==> config.mk <==
export PLATFORM = sky130hd
export DESIGN_NAME = usb_fs_rx_bitstream_flat
export DESIGN_NICKNAME = d
export VERILOG_FILES = /design/src/rtl/usb_fs_rx_bitstream_if.sv /design/src/rtl/usb_fs_rx_bitstream.sv /design/src/flat_wrapper.sv
export SDC_FILE = /design/constraint.sdc
export NUM_CORES = 1
export LEC_CHECK = 0
export BUFFER_PORTS_ARGS = -buffer_cell sky130_fd_sc_hd__buf_2
export CAP_MARGIN = 20
export CORE_MARGIN = 2
export CORE_UTILIZATION = 59
export CTS_CLUSTER_SIZE = 8
export DETAILED_ROUTE_END_ITERATION = 10
export GPL_TIMING_DRIVEN = 0
export HOLD_SLACK_MARGIN = 0.08
export PLACE_DENSITY = 0.85
export RECOVER_POWER = 25
export SKIP_CTS_REPAIR_TIMING = 1
export SLEW_MARGIN = 20
export SYNTH_ARGS = -nofsm -noshare
export SYNTH_HDL_FRONTEND = slang
export SYNTH_SLANG_ARGS = --single-unit
==> constraint.sdc <==
create_clock -name clk_48mhz -period 3.3 [get_ports clk_48mhz]
set_clock_uncertainty 0.15 [all_clocks]
set_input_delay 0.33 -clock clk_48mhz [delete_from_list [all_inputs] [get_ports clk_48mhz]]
set_output_delay 0.33 -clock clk_48mhz [all_outputs]
set_load 0.02 [all_outputs]
==> src/rtl/usb_fs_rx_bitstream_if.sv <==
// ----------------------------------------------------------------------------
// Module  : usb_fs_rx_bitstream_if
// Purpose : Pad-side inputs and packet byte-stream outputs of the full-speed
//           USB receive front end, bundled for connection to the protocol side.
// Revision: 1.0 - initial release
// ----------------------------------------------------------------------------
`default_nettype none

interface usb_fs_rx_bitstream_if;
  logic       usb_p_rx;   // D+ pad, asynchronous to the receiver clock
  logic       usb_n_rx;   // D- pad, asynchronous to the receiver clock
  logic       rx_en;      // receive allowed (normally ~usb_tx_en)
  logic       pkt_start;  // SYNC found
  logic [7:0] rx_data;    // received byte, LSB first on the wire
  logic       rx_valid;   // one pulse per completed byte
  logic       pkt_end;    // packet terminated (good or bad)
  logic       rx_err;     // with pkt_end: packet was corrupt
  logic       usb_reset;  // long SE0 in progress

  // Drives the pads and consumes the decoded stream
  modport master (
    output usb_p_rx, usb_n_rx, rx_en,
    input  pkt_start, rx_data, rx_valid, pkt_end, rx_err, usb_reset
  );

  // The receiver itself
  modport slave (
    input  usb_p_rx, usb_n_rx, rx_en,
    output pkt_start, rx_data, rx_valid, pkt_end, rx_err, usb_reset
  );
endinterface

`default_nettype wire

==> src/rtl/usb_fs_rx_bitstream.sv <==
// ----------------------------------------------------------------------------
// Module  : usb_fs_rx_bitstream
// Purpose : Full-speed USB receive front end. Synchronizes the D+/D- pads,
//           recovers the 12 Mb/s bit clock from 4x oversampling at 48 MHz,
//           detects SYNC/EOP, NRZI-decodes, removes stuff bits and assembles
//           bytes LSB first. Also flags bus reset (long SE0).
// Revision: 1.0 - initial release
// ----------------------------------------------------------------------------
`default_nettype none

module usb_fs_rx_bitstream #(
  parameter int RESET_CYCLES = 120
) (
  input  wire logic              clk_48mhz,
  input  wire logic              reset_n,
  usb_fs_rx_bitstream_if.slave   bus
);

  // Line symbols as {D+, D-}
  localparam logic [1:0] c_SYM_SE0 = 2'b00;
  localparam logic [1:0] c_SYM_K   = 2'b01;
  localparam logic [1:0] c_SYM_J   = 2'b10;
  localparam logic [1:0] c_SYM_SE1 = 2'b11;

  // Last six sampled symbols of a SYNC field, oldest first
  localparam logic [11:0] c_SYNC_WIN = {c_SYM_K, c_SYM_J, c_SYM_K, c_SYM_J, c_SYM_K, c_SYM_K};

  localparam int                 c_CNT_W   = $clog2(RESET_CYCLES + 1);
  localparam logic [c_CNT_W-1:0] c_CNT_MAX = c_CNT_W'(RESET_CYCLES);

  typedef enum logic [2:0] {
    S_IDLE  = 3'd0,
    S_SYNC  = 3'd1,
    S_DATA  = 3'd2,
    S_EOP   = 3'd3,
    S_ABORT = 3'd4
  } state_t;

  // Pad synchronizers (reset to idle J so no false SE0 after reset)
  logic r_p_meta, r_p_sync, r_n_meta, r_n_sync;

  // Bit clock recovery
  logic [1:0] r_line_prev;
  logic [1:0] r_phase;
  logic [9:0] r_hist;

  // Receive FSM
  state_t     r_state;
  logic [1:0] r_nrzi_prev;
  logic [2:0] r_ones;
  logic [2:0] r_bitcnt;
  logic [6:0] r_shift;
  logic       r_pkt_start;
  logic [7:0] r_rx_data;
  logic       r_rx_valid;
  logic       r_pkt_end;
  logic       r_rx_err;

  // Bus reset detector
  logic [c_CNT_W-1:0] r_se0_cnt;
  logic               r_usb_reset;

  logic [1:0]  w_sym;
  logic [1:0]  w_phase;
  logic        w_sample;
  logic [11:0] w_hist_next;
  logic        w_sync_hit;
  logic        w_bit;
  logic [7:0]  w_shift_next;

  assign w_sym        = {r_p_sync, r_n_sync};
  // A symbol change realigns the phase; the bit centre is two clocks later
  assign w_phase      = (w_sym != r_line_prev) ? 2'd0 : r_phase + 2'd1;
  assign w_sample     = (w_phase == 2'd2);
  assign w_hist_next  = {r_hist, w_sym};
  assign w_sync_hit   = (w_hist_next == c_SYNC_WIN);
  // NRZI: no transition is a 1
  assign w_bit        = (w_sym == r_nrzi_prev);
  assign w_shift_next = {w_bit, r_shift};

  // Two-flop synchronizer on each pad
  always_ff @(posedge clk_48mhz or negedge reset_n) begin
    if (!reset_n) begin
      r_p_meta <= 1'b1;
      r_p_sync <= 1'b1;
      r_n_meta <= 1'b0;
      r_n_sync <= 1'b0;
    end else begin
      r_p_meta <= bus.usb_p_rx;
      r_p_sync <= r_p_meta;
      r_n_meta <= bus.usb_n_rx;
      r_n_sync <= r_n_meta;
    end
  end

  // Phase counter and history of sampled symbols for SYNC matching
  always_ff @(posedge clk_48mhz or negedge reset_n) begin
    if (!reset_n) begin
      r_line_prev <= c_SYM_J;
      r_phase     <= 2'd0;
      r_hist      <= '0;
    end else begin
      r_line_prev <= w_sym;
      r_phase     <= w_phase;
      if (w_sample) begin
        r_hist <= w_hist_next[9:0];
      end
    end
  end

  // Saturating count of consecutive SE0 clocks, independent of the FSM
  always_ff @(posedge clk_48mhz or negedge reset_n) begin
    if (!reset_n) begin
      r_se0_cnt   <= '0;
      r_usb_reset <= 1'b0;
    end else if (w_sym == c_SYM_SE0) begin
      if (r_se0_cnt != c_CNT_MAX) begin
        r_se0_cnt <= r_se0_cnt + 1'b1;
      end
      r_usb_reset <= (r_se0_cnt >= c_CNT_MAX - 1'b1);
    end else begin
      r_se0_cnt   <= '0;
      r_usb_reset <= 1'b0;
    end
  end

  // Packet FSM: SYNC hunt, NRZI decode, unstuffing, byte assembly, EOP
  always_ff @(posedge clk_48mhz or negedge reset_n) begin
    if (!reset_n) begin
      r_state     <= S_IDLE;
      r_nrzi_prev <= c_SYM_J;
      r_ones      <= 3'd0;
      r_bitcnt    <= 3'd0;
      r_shift     <= 7'd0;
      r_pkt_start <= 1'b0;
      r_rx_data   <= 8'h00;
      r_rx_valid  <= 1'b0;
      r_pkt_end   <= 1'b0;
      r_rx_err    <= 1'b0;
    end else begin
      r_pkt_start <= 1'b0;
      r_rx_valid  <= 1'b0;
      r_pkt_end   <= 1'b0;
      r_rx_err    <= 1'b0;
      case (r_state)
        S_IDLE: begin
          if (bus.rx_en && w_sample && (w_sym == c_SYM_K)) begin
            r_state <= S_SYNC;
          end
        end
        S_SYNC: begin
          if (!bus.rx_en) begin
            r_state <= S_IDLE;
          end else if (w_sample) begin
            if (w_sync_hit) begin
              r_pkt_start <= 1'b1;
              r_nrzi_prev <= c_SYM_K;
              r_ones      <= 3'd0;
              r_bitcnt    <= 3'd0;
              r_state     <= S_DATA;
            end else if ((w_sym == c_SYM_SE0) || (w_sym == c_SYM_SE1)) begin
              r_state <= S_IDLE;
            end
          end
        end
        S_DATA: begin
          if (!bus.rx_en) begin
            // Our own transmitter took the bus: drop silently
            r_state <= S_ABORT;
          end else if (w_sample) begin
            case (w_sym)
              c_SYM_J, c_SYM_K: begin
                r_nrzi_prev <= w_sym;
                if (r_ones == 3'd6) begin
                  // Stuff slot: a 0 is discarded, a 1 is a violation
                  if (w_bit) begin
                    r_pkt_end <= 1'b1;
                    r_rx_err  <= 1'b1;
                    r_state   <= S_ABORT;
                  end else begin
                    r_ones <= 3'd0;
                  end
                end else begin
                  r_ones   <= w_bit ? r_ones + 3'd1 : 3'd0;
                  r_shift  <= w_shift_next[7:1];
                  r_bitcnt <= r_bitcnt + 3'd1;
                  if (r_bitcnt == 3'd7) begin
                    r_rx_data  <= w_shift_next;
                    r_rx_valid <= 1'b1;
                  end
                end
              end
              c_SYM_SE0: begin
                // A partial byte is dropped and marks the packet bad
                r_pkt_end <= 1'b1;
                r_rx_err  <= (r_bitcnt != 3'd0);
                r_state   <= S_EOP;
              end
              default: begin
                r_pkt_end <= 1'b1;
                r_rx_err  <= 1'b1;
                r_state   <= S_ABORT;
              end
            endcase
          end
        end
        S_EOP, S_ABORT: begin
          if (w_sample && (w_sym == c_SYM_J)) begin
            r_state <= S_IDLE;
          end
        end
        default: r_state <= S_IDLE;
      endcase
    end
  end

  assign bus.pkt_start = r_pkt_start;
  assign bus.rx_data   = r_rx_data;
  assign bus.rx_valid  = r_rx_valid;
  assign bus.pkt_end   = r_pkt_end;
  assign bus.rx_err    = r_rx_err;
  assign bus.usb_reset = r_usb_reset;

endmodule

`default_nettype wire

==> src/flat_wrapper.sv <==
// flat-port wrapper written by rule: the top's interface ports become plain ports
module usb_fs_rx_bitstream_flat 
#(
  parameter int RESET_CYCLES = 120
)
  (clk_48mhz, reset_n, bus_usb_p_rx, bus_usb_n_rx, bus_rx_en, bus_pkt_start, bus_rx_data, bus_rx_valid, bus_pkt_end, bus_rx_err, bus_usb_reset);
  usb_fs_rx_bitstream_if bus_i ();
  input  wire logic clk_48mhz;
  input  wire logic reset_n;
  input wire logic [$bits(bus_i.usb_p_rx)-1:0] bus_usb_p_rx;
  input wire logic [$bits(bus_i.usb_n_rx)-1:0] bus_usb_n_rx;
  input wire logic [$bits(bus_i.rx_en)-1:0] bus_rx_en;
  output wire logic [$bits(bus_i.pkt_start)-1:0] bus_pkt_start;
  output wire logic [$bits(bus_i.rx_data)-1:0] bus_rx_data;
  output wire logic [$bits(bus_i.rx_valid)-1:0] bus_rx_valid;
  output wire logic [$bits(bus_i.pkt_end)-1:0] bus_pkt_end;
  output wire logic [$bits(bus_i.rx_err)-1:0] bus_rx_err;
  output wire logic [$bits(bus_i.usb_reset)-1:0] bus_usb_reset;
  assign bus_i.usb_p_rx = bus_usb_p_rx;
  assign bus_i.usb_n_rx = bus_usb_n_rx;
  assign bus_i.rx_en = bus_rx_en;
  assign bus_pkt_start = bus_i.pkt_start;
  assign bus_rx_data = bus_i.rx_data;
  assign bus_rx_valid = bus_i.rx_valid;
  assign bus_pkt_end = bus_i.pkt_end;
  assign bus_rx_err = bus_i.rx_err;
  assign bus_usb_reset = bus_i.usb_reset;
  usb_fs_rx_bitstream #(.RESET_CYCLES(RESET_CYCLES)) u_core (.clk_48mhz(clk_48mhz), .reset_n(reset_n), .bus(bus_i));
endmodule
# Word level (Yosys, flattened, before mapping)
# Index checks and enable logic that the tools add are counted.
# totals
inputBits	5
reg_bits	56
elab_cells	129
out_inout_bits	13
# op_classes
eq_ne	30
reduce_logical	16
bitwise_logic	1
muxes	58
addsub	4
n_lt_le_gt_ge	1
# op_table
operator	n
$mux 3	23
$mux 1	20
$pmux 3 s2	3
$reduce_and 8->1	2
$mux 2	7
$mux 7	2
$reduce_and 7->1	2
$eq 12x11->1 const B	1
$ne 2x1->1 const B	6
$pmux 3 s4	1
$eq 3x3->1 const B	3
$ne 2x2->1 const B	4
$ne 4x3->1 const B	2
$add 7x1->7 const B	1
$ge 7x7->1 const B	1
$ne 7x7->1 const B	1
$add 3x1->3 const B	2
$eq 2x2->1 const B	3
$eq 3x2->1 const B	2
$ne 3x2->1 const B	2
$reduce_and 6->1	1
$reduce_and 5->1	1
$ne 4x2->1 const B	1
$pmux 2 s2	1
15 further kinds	18

# Longest topological paths before layout
# Gate-level depths: netlist (run 1).
# depth
depth_word	7
mapped_depth	8
mapped_depth_nobuf	7

# Least setup slack after synthesis (run 1)
# Ideal clock, no wire load.
# synth_timing
kind	register -> register
start	register u_core.r_p_sync
end	register u_core.r_rx_data[0], in the netlist u_core.bus.rx_data[0]
setup_time_ns	0.125
t_arrival_ns	2.201
period_less_slack_ns	2.476
t_required_ns	3.025
path_stages_with_launch	7
setup_slack_ns	0.824
path_buffers	2
cell_sequence	dfstp_2 xor2_1 or3_1 buf_6 or4_4 buf_6 mux2_4
# synth_via
elab_chain_len	4
elab_cells_between_ends	7
cone_classes	eq/ne: 4; mux: 1; reduce/logical: 2
# synth_lines
item	line_no	text
from (decl)	usb_fs_rx_bitstream.sv:40	logic r_p_meta, r_p_sync, r_n_meta, r_n_sync;
from (signal assigned)	usb_fs_rx_bitstream.sv:90	r_p_sync <= r_p_meta;
$ne 2x2->1	usb_fs_rx_bitstream.sv:73	assign w_phase = (w_sym != r_line_prev) ? 2'd0 : r_phase + 2'd1;
$mux 2	usb_fs_rx_bitstream.sv:73	
$eq 2x2->1	usb_fs_rx_bitstream.sv:74	assign w_sample = (w_phase == 2'd2);
$reduce_and 6->1 (no source line) *	n/a	
to (signal assigned)	usb_fs_rx_bitstream.sv:188	r_rx_data <= w_shift_next;
to (decl)	usb_fs_rx_bitstream.sv:54	logic [7:0] r_rx_data;
# Every way passes the cells marked *; elsewhere a longest branch is shown, timed or not.
# A chain may end at the register's enable or synchronous reset.

# Worst setup path after layout (run 1)
# layout_timing
start	register u_core.r_p_sync
end	register u_core.r_rx_data[2], in the netlist u_core.bus.rx_data[2]
# The elaborated chain is that of the path after synthesis.

==> run summary, run 1 <==
PWR
---------------------------------------------------------------------------
Share of power burned in registers                                    0.580
Power per standard cell area                                   472.2 nW/um2
Switching Fraction                                                   0.2682
Combinational share of power                                          0.135
Design Power                                                     0.001357 W
Leakage power of the design                                        1.387 nW
NetSw                                                           0.0003639 W
Internal power summed over all cells                            0.0009928 W
Proportion of power drawn by the clock network                        0.285
Worst vdd rail ir drop                                          0.0003218 V

DETAILED ROUTING
---------------------------------------------------------------------------
First-pass iteration count of the detailed router                         5
Routed length per instance                                         14.65 um
Post-DR vias/cell                                                     5.657
Total length of routed wires                                       4.528 mm
DRT antenna net count                                                     0
Remaining routing DRC violations                                          0
1st-iter DRT viols                                                      123
Detailed-route via count                                               1748

TIMING
---------------------------------------------------------------------------
Final count of pins violating max slew                                    0
Minimum clock period                                               2.738 ns
Least setup slack across all paths after layout                   0.5622 ns
Final Hold Vio Count                                                      0
Final critical-path share of the clock period                        0.8296
Final setup TNS                                                        0 ns
Final setup vio count                                                     0
Max Fclk                                                          365.3 MHz
Slew at the pin closest to its max-slew limit                      1.335 ns
Tightest hold margin                                              0.2170 ns
Worst rel slew slack                                                 0.1097
Unrepaired setup endpoints after global routing                          no

GRT
---------------------------------------------------------------------------
Remaining global-route overflow                                           0
Initial antenna violation count                                           0
Busiest layer in global routing                                        met2
Met2 capacity usage during global routing                            0.3239
Overall global routing resource usage                                0.2009
Met3 Resource Use GR                                                0.04906
Wire length of the first global-routing pass                       7.872 mm
Global-route met1 utilization                                        0.2593
Vias in the first global route                                         1732
Maximum number of pins on one net before global-route repair             57

PLACEMENT
---------------------------------------------------------------------------
Gpl congestion                                                       0.8131
Number of placed instances, taps included                               298
Worst setup timing slack at the placement stage                   0.6836 ns
Port-buffer cells                                                        17
HPWL reported at the end of detailed placement                     3.129 mm

LAYOUT
---------------------------------------------------------------------------
Filler instances                                                        334
ANT cells                                                                 0
Area of the multi-input gates                                      1109 um2
Post-layout instance count excluding filler cells                       309
Footprint of the flip-flops and latches                            1406 um2
Final-stage net count                                                   272
Share of cells above drive strength 1                                0.2101
Layout overhead on the synthesized area                              10.70%

YOSYS
---------------------------------------------------------------------------
Most area-consuming cells after synthesis                      sky130_fd_sc_hd__dfrtp_1 50%, sky130_fd_sc_hd__nand2_1 5.6%, sky130_fd_sc_hd__ha_1 5.3%, sky130_fd_sc_hd__mux2_2 4.3%, sky130_fd_sc_hd__dfstp_2 4.1%
Seq/Total Area, Yosys                                                0.5419
Ys async rst share                                                    1.000
Mapped Cells                                                            229
Cell taking the most area after synthesis                      sky130_fd_sc_hd__dfrtp_1
Top FF cell, synth                                             sky130_fd_sc_hd__dfrtp_1
Net count of the mapped netlist                                         245
Top-area cell type share of the netlist area                         0.5014
Synthesized cell area                                              2595 um2
Library cells used by synthesis                                          47
Warnings, synthesis                                                       0
Number of enable flip-flop cells after synthesis                          0
Mean area per synthesized cell                                    11.33 um2
Post-synthesis sequential element count                                  56

CLOCK NETWORK
---------------------------------------------------------------------------
Total clock buffers created by CTS                                        5
Clock slew at reported path FFs                                     0.09 ns
Max Root-Sink Buffers                                                     2
Total number of clock tree sinks                                         56
Clock latency on the worst-skew pair                                0.31 ns
TritonCTS clock tree                                                  built
CTS H-Tree Depth                                                          2
Master cell of the clock root buffer                           sky130_fd_sc_hd__clkbuf_8

FLOORPLAN
---------------------------------------------------------------------------
IO Count                                                                 18
Horizontal die dimension                                           70.32 um
Area of the core region                                            4294 um2
Initial Util                                                         0.6043
Die Height                                                         70.32 um
Die ar.                                                            4945 um2
Number of rows in the core area                                          24

SETUP PATH
---------------------------------------------------------------------------
WP data arrival                                                     2.79 ns
FF-to-FF End                                                   u_core.bus.rx_data[2]$_DFFE_PN0P_
Req. time, crit path                                                3.35 ns
Source of the worst register-to-register timing path           u_core.r_p_sync$_DFF_PN1_
Crit path max-delay cell type                                  sky130_fd_sc_hd__dfstp_1
Timing endpoint of the critical path                           u_core.bus.rx_data[2]$_DFFE_PN0P_
Worst setup path start                                         u_core.r_p_sync$_DFF_PN1_
Critical setup path kind                                       flop to flop
Largest fanout of any net on the critical path                           10
Critical path endpoint category                                        flop
Category of the worst setup path launch point                          flop
Critical path cell sequence                                    xor2_1 > or3_1 > buf_6 > or4_4 > buf_6 > mux2_4
Cell seen most often among critical-path stages                sky130_fd_sc_hd__buf_6
Length in cells of the worst reg-to-reg path                              6
Register-to-register setup slack                                    0.56 ns
Worst stage delay on the critical path                              0.69 ns

RUN
---------------------------------------------------------------------------
Maxcap violations                                                         0

MIN PATH
---------------------------------------------------------------------------
Type of the most critical hold path                            flop to flop

OUTCOME
---------------------------------------------------------------------------
Run status                                                     finished, final reports clean

==> layout by cell type, fill, tap and decap left out, types with 3 or more instances in the layout <==
master / instances
sky130_fd_sc_hd__dlygate4sd3_1: 3
sky130_fd_sc_hd__o21ai_0: 9
sky130_fd_sc_hd__nand2b_1: 3
sky130_fd_sc_hd__mux2_4: 6
sky130_fd_sc_hd__and2_1: 3
sky130_fd_sc_hd__clkbuf_1: 3
sky130_fd_sc_hd__xnor2_1: 4
sky130_fd_sc_hd__mux2i_1: 3
sky130_fd_sc_hd__dfstp_2: 3
sky130_fd_sc_hd__buf_2: 17
sky130_fd_sc_hd__nor4_1: 3
sky130_fd_sc_hd__or3_1: 3
sky130_fd_sc_hd__xor2_1: 6
sky130_fd_sc_hd__nor2_1: 6
sky130_fd_sc_hd__nor3_1: 5
sky130_fd_sc_hd__nor3b_1: 4
sky130_fd_sc_hd__dfrtp_1: 52
sky130_fd_sc_hd__ha_1: 11
sky130_fd_sc_hd__a21boi_0: 3
sky130_fd_sc_hd__nand3_1: 5
sky130_fd_sc_hd__a21oi_1: 7
sky130_fd_sc_hd__inv_1: 11
sky130_fd_sc_hd__nand2_1: 39
sky130_fd_sc_hd__mux2_2: 10
sky130_fd_sc_hd__clkbuf_8: 6
==> area by class of cell <==
type	instances	share of cell area
flip-flops and latches	56	0.4895
multi-input cells	156	0.3859
repair buffers	20	0.04007
clock buffers	6	0.02875
well taps	52	0.02265
inverters	11	0.01437
plain buffers	6	0.01350
clock inverters	2	0.005226
==> power groups by stage <==
stage                     Clock, W  Combinational [W]  Sequential (W)
after floorplan                  0           0.000134        0.000789
after global placement           0           0.000169        0.000798
after detailed placement         0           0.000178        0.000801
after CTS                 0.000399           0.000180        0.000788
after global routing      0.000419           0.000209        0.000799
final                     0.000387           0.000183        0.000787
==> cells in the mapped netlist, types with 2 or more instances <==
| cell | n |
|---|---|
| sky130_fd_sc_hd__a21boi_0 | 3 |
| sky130_fd_sc_hd__a21oi_1 | 7 |
| sky130_fd_sc_hd__a22o_1 | 2 |
| sky130_fd_sc_hd__and2_1 | 3 |
| sky130_fd_sc_hd__buf_6 | 2 |
| sky130_fd_sc_hd__clkbuf_1 | 3 |
| sky130_fd_sc_hd__dfrtp_1 | 52 |
| sky130_fd_sc_hd__dfstp_2 | 4 |
| sky130_fd_sc_hd__ha_1 | 11 |
| sky130_fd_sc_hd__inv_1 | 11 |
| sky130_fd_sc_hd__mux2_2 | 10 |
| sky130_fd_sc_hd__mux2_4 | 6 |
| sky130_fd_sc_hd__mux2i_1 | 3 |
| sky130_fd_sc_hd__nand2_1 | 39 |
| sky130_fd_sc_hd__nand2b_1 | 3 |
| sky130_fd_sc_hd__nand3_1 | 5 |
| sky130_fd_sc_hd__nor2_1 | 6 |
| sky130_fd_sc_hd__nor3_1 | 5 |
| sky130_fd_sc_hd__nor3_2 | 2 |
| sky130_fd_sc_hd__nor3b_1 | 4 |
| sky130_fd_sc_hd__nor4_1 | 3 |
| sky130_fd_sc_hd__o21ai_0 | 9 |
| sky130_fd_sc_hd__o31ai_1 | 2 |
| sky130_fd_sc_hd__or3_1 | 3 |
| sky130_fd_sc_hd__xnor2_1 | 4 |
| sky130_fd_sc_hd__xor2_1 | 6 |
==> metal layers <==
metal	routed length [um]	up-vias
met4	76	0
met1	2073	844
met2	2168	50
met3	210	8
li1	-	846
met5	0	-
==> flip-flops by register name (all words and copies together) (netlist names) <==
register	flops
u_core.r_hist	10
u_core.bus.rx_data	8
u_core.r_se0_cnt	7
u_core.r_shift	7
u_core.r_bitcnt	3
u_core.r_ones	3
u_core.r_state	3
u_core.r_line_prev	2
u_core.r_nrzi_prev	2
u_core.r_phase	2
u_core.bus.pkt_end	1
u_core.bus.pkt_start	1
u_core.bus.rx_err	1
u_core.bus.rx_valid	1
u_core.bus.usb_reset	1
u_core.r_n_meta	1
u_core.r_n_sync	1
u_core.r_p_meta	1
u_core.r_p_sync	1
==> stage by stage <==
step	area [um2]	util
3_3_place_gp	2745	0.6393
2_1_floorplan	2595	-
4_1_cts	2845	0.6626
6_report	2873	0.6690
3_5_place_dp	2748	0.6399
5_1_grt	2873	0.6690
==> worst max-delay path: cells and delay by family, from the launching register on <==
kind / cells / cell delay [ns]
buf+inv: 2 / 0.31
simple gates: 2 / 0.93
flops: 1 / 0.69
mux: 1 / 0.30
xor+xnor: 1 / 0.24
==> worst min path at each step <==
stage,startpoint,end,slack (ns),depth (start not counted)
CTS,reset_n,u_core.r_se0_cnt[5]$_DFFE_PN0P_,-0.07,1
detailed placement,u_core.r_n_meta$_DFF_PN0_,u_core.r_n_sync$_DFF_PN0_,0.19,0
finish,u_core.r_p_meta$_DFF_PN1_,u_core.r_p_sync$_DFF_PN1_,0.22,0
global route,u_core.r_p_meta$_DFF_PN1_,u_core.r_p_sync$_DFF_PN1_,0.22,0
global placement,u_core.r_n_meta$_DFF_PN0_,u_core.r_n_sync$_DFF_PN0_,0.18,0
floorplan,reset_n,u_core.bus.pkt_end$_DFF_PN0_,-0.12,0
==> kinds of logic (layout without fill, tap and decap cells) <==
kind of cell,count (synthesis),in the layout,share of synthesized area
adder cells (fa/ha/maj),11,11,0.05304
buffers and inverters,17,45,0.03086
AND/OR/NAND/NOR,85,85,0.1712
XOR/XNOR,10,10,0.03375
AO/OA/AOI/OAI,31,31,0.07956
flip-flops,56,56,0.5419
multiplexers,19,19,0.08968
Power figures use the tool's default switching activity.
==> run 2: changes to the inputs <==
CORE_UTILIZATION = 53   (was 59)
PLACE_DENSITY = 0.81   (was 0.85)
clock period = 2.5 ns   (was 3.3 ns; I/O delays follow)
==> run 2 against run 1 <==
The run now ends with negative setup slack left. Worst hold slack got worse by 0.0080 ns. Die area grew 11%. Clock power is 31% higher. Total power rose by 33%. Non-clock buffer count unchanged. Routed wire length decreased by 0.64%. First-iteration DRC count is 8.9% lower. Sequential power increased by 36%. Critical path depth decreased by 1. Cell area rose by 3.2%. Critical path type unchanged. Largest cell class unchanged. Highest routed layer unchanged.
==> run summary, run 2 (synthesis gave the netlist of run 1 again) <==
TIMING
----------------------------------------------------------------------------------
Final count of pins violating max slew                                           0
Final setup TNS                                                        -0.03610 ns
Max Fclk                                                                 397.9 MHz
Tightest hold margin                                                     0.2091 ns
Least setup slack across all paths after layout                        -0.01321 ns
Minimum clock period                                                      2.513 ns
Unrepaired setup endpoints after global routing                                yes
Final Hold Vio Count                                                             0
Final setup vio count                                                            5
Slew at the pin closest to its max-slew limit                            0.6774 ns
Worst rel slew slack                                                        0.5484
Final critical-path share of the clock period                                1.005

FLOORPLAN
----------------------------------------------------------------------------------
Die ar.                                                                   5472 um2
Number of rows in the core area                                                 25
Horizontal die dimension                                                  73.97 um
Initial Util                                                                0.5494
Die Height                                                                73.97 um
IO Count                                                                        18
Area of the core region                                                   4723 um2

GRT
----------------------------------------------------------------------------------
Overall global routing resource usage                                       0.1687
Maximum number of pins on one net before global-route repair                    57
Vias in the first global route                                                1624
Wire length of the first global-routing pass                              7.169 mm
Initial antenna violation count                                                  0
Remaining global-route overflow                                                  0

DETAILED ROUTING
----------------------------------------------------------------------------------
Detailed-route via count                                                      1738
Post-DR vias/cell                                                            5.348
First-pass iteration count of the detailed router                                4
Routed length per instance                                                13.84 um
DRT antenna net count                                                            0
Total length of routed wires                                              4.499 mm
Remaining routing DRC violations                                                 0
1st-iter DRT viols                                                             112

CLOCK NETWORK
----------------------------------------------------------------------------------
Master cell of the clock root buffer                                  sky130_fd_sc_hd__clkbuf_8
Total clock buffers created by CTS                                               5
Clock slew at reported path FFs                                            0.09 ns
CTS H-Tree Depth                                                                 2
Clock latency on the worst-skew pair                                       0.31 ns
TritonCTS clock tree                                                         built
Total number of clock tree sinks                                                56
Max Root-Sink Buffers                                                            2

PLACEMENT
----------------------------------------------------------------------------------
Port-buffer cells                                                               17
Post-Place Cell Area                                                      2766 um2
Number of placed instances, taps included                                      313
HPWL reported at the end of detailed placement                            3.027 mm
Gpl congestion                                                              0.7740

LAYOUT
----------------------------------------------------------------------------------
Final-stage net count                                                          273
Commonest non-fill, non-tap cell in the layout                        sky130_fd_sc_hd__dfrtp_1
Register with the most flip-flops                                     u_core.r_hist
Flip-flop count of the largest register, all copies and words added             10
ANT cells                                                                        0
Highest-count cells in the layout ignoring fill and taps              51 x sky130_fd_sc_hd__dfrtp_1, 39 x sky130_fd_sc_hd__nand2_1, 17 x sky130_fd_sc_hd__buf_2, 11 x sky130_fd_sc_hd__inv_1, 11 x sky130_fd_sc_hd__ha_1
Layout overhead on the synthesized area                                     14.27%
Design Area, Final                                                        2965 um2
Post-layout instance count excluding filler cells                              325
Share of cells above drive strength 1                                       0.2481

PWR
----------------------------------------------------------------------------------
Power per standard cell area                                          609.5 nW/um2
Worst vdd rail ir drop                                                 0.0003525 V
Leakage power of the design                                               1.417 nW

SETUP PATH
----------------------------------------------------------------------------------
Critical path endpoint category                                               flop
Critical setup path kind                                              flop to flop
Category of the worst setup path launch point                                 flop
Source of the worst register-to-register timing path                  u_core.r_p_sync$_DFF_PN1_
FF-to-FF End                                                          u_core.bus.rx_data[5]$_DFFE_PN0P_
Register-to-register setup slack                                          -0.01 ns
WP data arrival                                                            2.56 ns
Timing endpoint of the critical path                                  u_core.bus.rx_data[5]$_DFFE_PN0P_
Length in cells of the worst reg-to-reg path                                     5
Worst setup path start                                                u_core.r_p_sync$_DFF_PN1_
Largest fanout of any net on the critical path                                  10
Req. time, crit path                                                       2.55 ns

OUTCOME
----------------------------------------------------------------------------------
Run status                                                            complete, but fails checks
Violations in the final reports                                       negative setup slack

MIN PATH
----------------------------------------------------------------------------------
Type of the most critical hold path                                   flop to flop
Worst Hold Path Cells                                                            0

RUN
----------------------------------------------------------------------------------
Maxcap violations                                                                0

==> run 2: cell types whose count changed in the layout (fill, tap and decap cells not counted), moves of 2 or more <==
cell,before,now
sky130_fd_sc_hd__xor2_1,6,4
sky130_fd_sc_hd__nor3b_1,4,2
sky130_fd_sc_hd__nor3b_2,0,2
sky130_fd_sc_hd__nor3_4,0,2
sky130_fd_sc_hd__buf_4,0,3
==> run 2: layout make-up <==
cell class                      instances  area, um2
Fill cell                             354       1758
Sequential cell                        56       1408
Multi-Input combinational cell        157       1179
Timing Repair Buffer                   22      132.6
Tap cell                               67      83.83
Clock buffer                            6      82.58
Inverter                               11      41.29
Buffer                                  4      23.77
Clock inverter                          2      15.01
==> run 2: critical path, stage by stage (launching register included) <==
cell and delay (ns):
sky130_fd_sc_hd__dfstp_2 0.65, sky130_fd_sc_hd__xor2_4 0.14, sky130_fd_sc_hd__or3_4 0.41, sky130_fd_sc_hd__buf_6 0.15, sky130_fd_sc_hd__or4_4 0.58, sky130_fd_sc_hd__mux2_4 0.32
==> run 2: worst min-delay path by stage <==
stage,endpoint,slack [ns],start
after floorplan,u_core.bus.pkt_end$_DFF_PN0_,-0.20,reset_n
after global placement,u_core.r_n_sync$_DFF_PN0_,0.18,u_core.r_n_meta$_DFF_PN0_
after detailed placement,u_core.r_se0_cnt[3]$_DFFE_PN0P_,0.19,reset_n
after CTS,u_core.r_se0_cnt[3]$_DFFE_PN0P_,-0.15,reset_n
after global routing,u_core.r_n_sync$_DFF_PN0_,0.22,u_core.r_n_meta$_DFF_PN0_
final,u_core.r_n_sync$_DFF_PN0_,0.21,u_core.r_n_meta$_DFF_PN0_
==> run 2: where the power goes <==
group / internal (W) / total [W] / switching [W]
combinational: 0.000106 / 0.000230 / 0.000125
sequential: 0.000985 / 0.00107 / 0.0000834
clock: 0.000225 / 0.000508 / 0.000284
total: 0.00132 / 0.00181 / 0.000492
==> run 2: per-layer routing <==
metal,wire length [um],track usage,up-vias,part of all wire
met1,2074,0.2218,842,0.46
li1,-,-,846,-
met4,40,0.04242,0,0.0089
met3,209,0.04336,6,0.046
met2,2174,0.2817,44,0.48
met5,0,0,-,0
==> run 2: stage by stage <==
stage	power (W)	setup WS, ns	util
finish	0.001807	-0.01321	0.6278
floorplan	0.001218	0.02435	-
detailed placement	0.001291	-0.1235	0.5857
global route	0.001913	-0.05707	0.6278
CTS	0.001809	-0.1341	0.6064
global placement	0.001278	-0.08842	0.5852
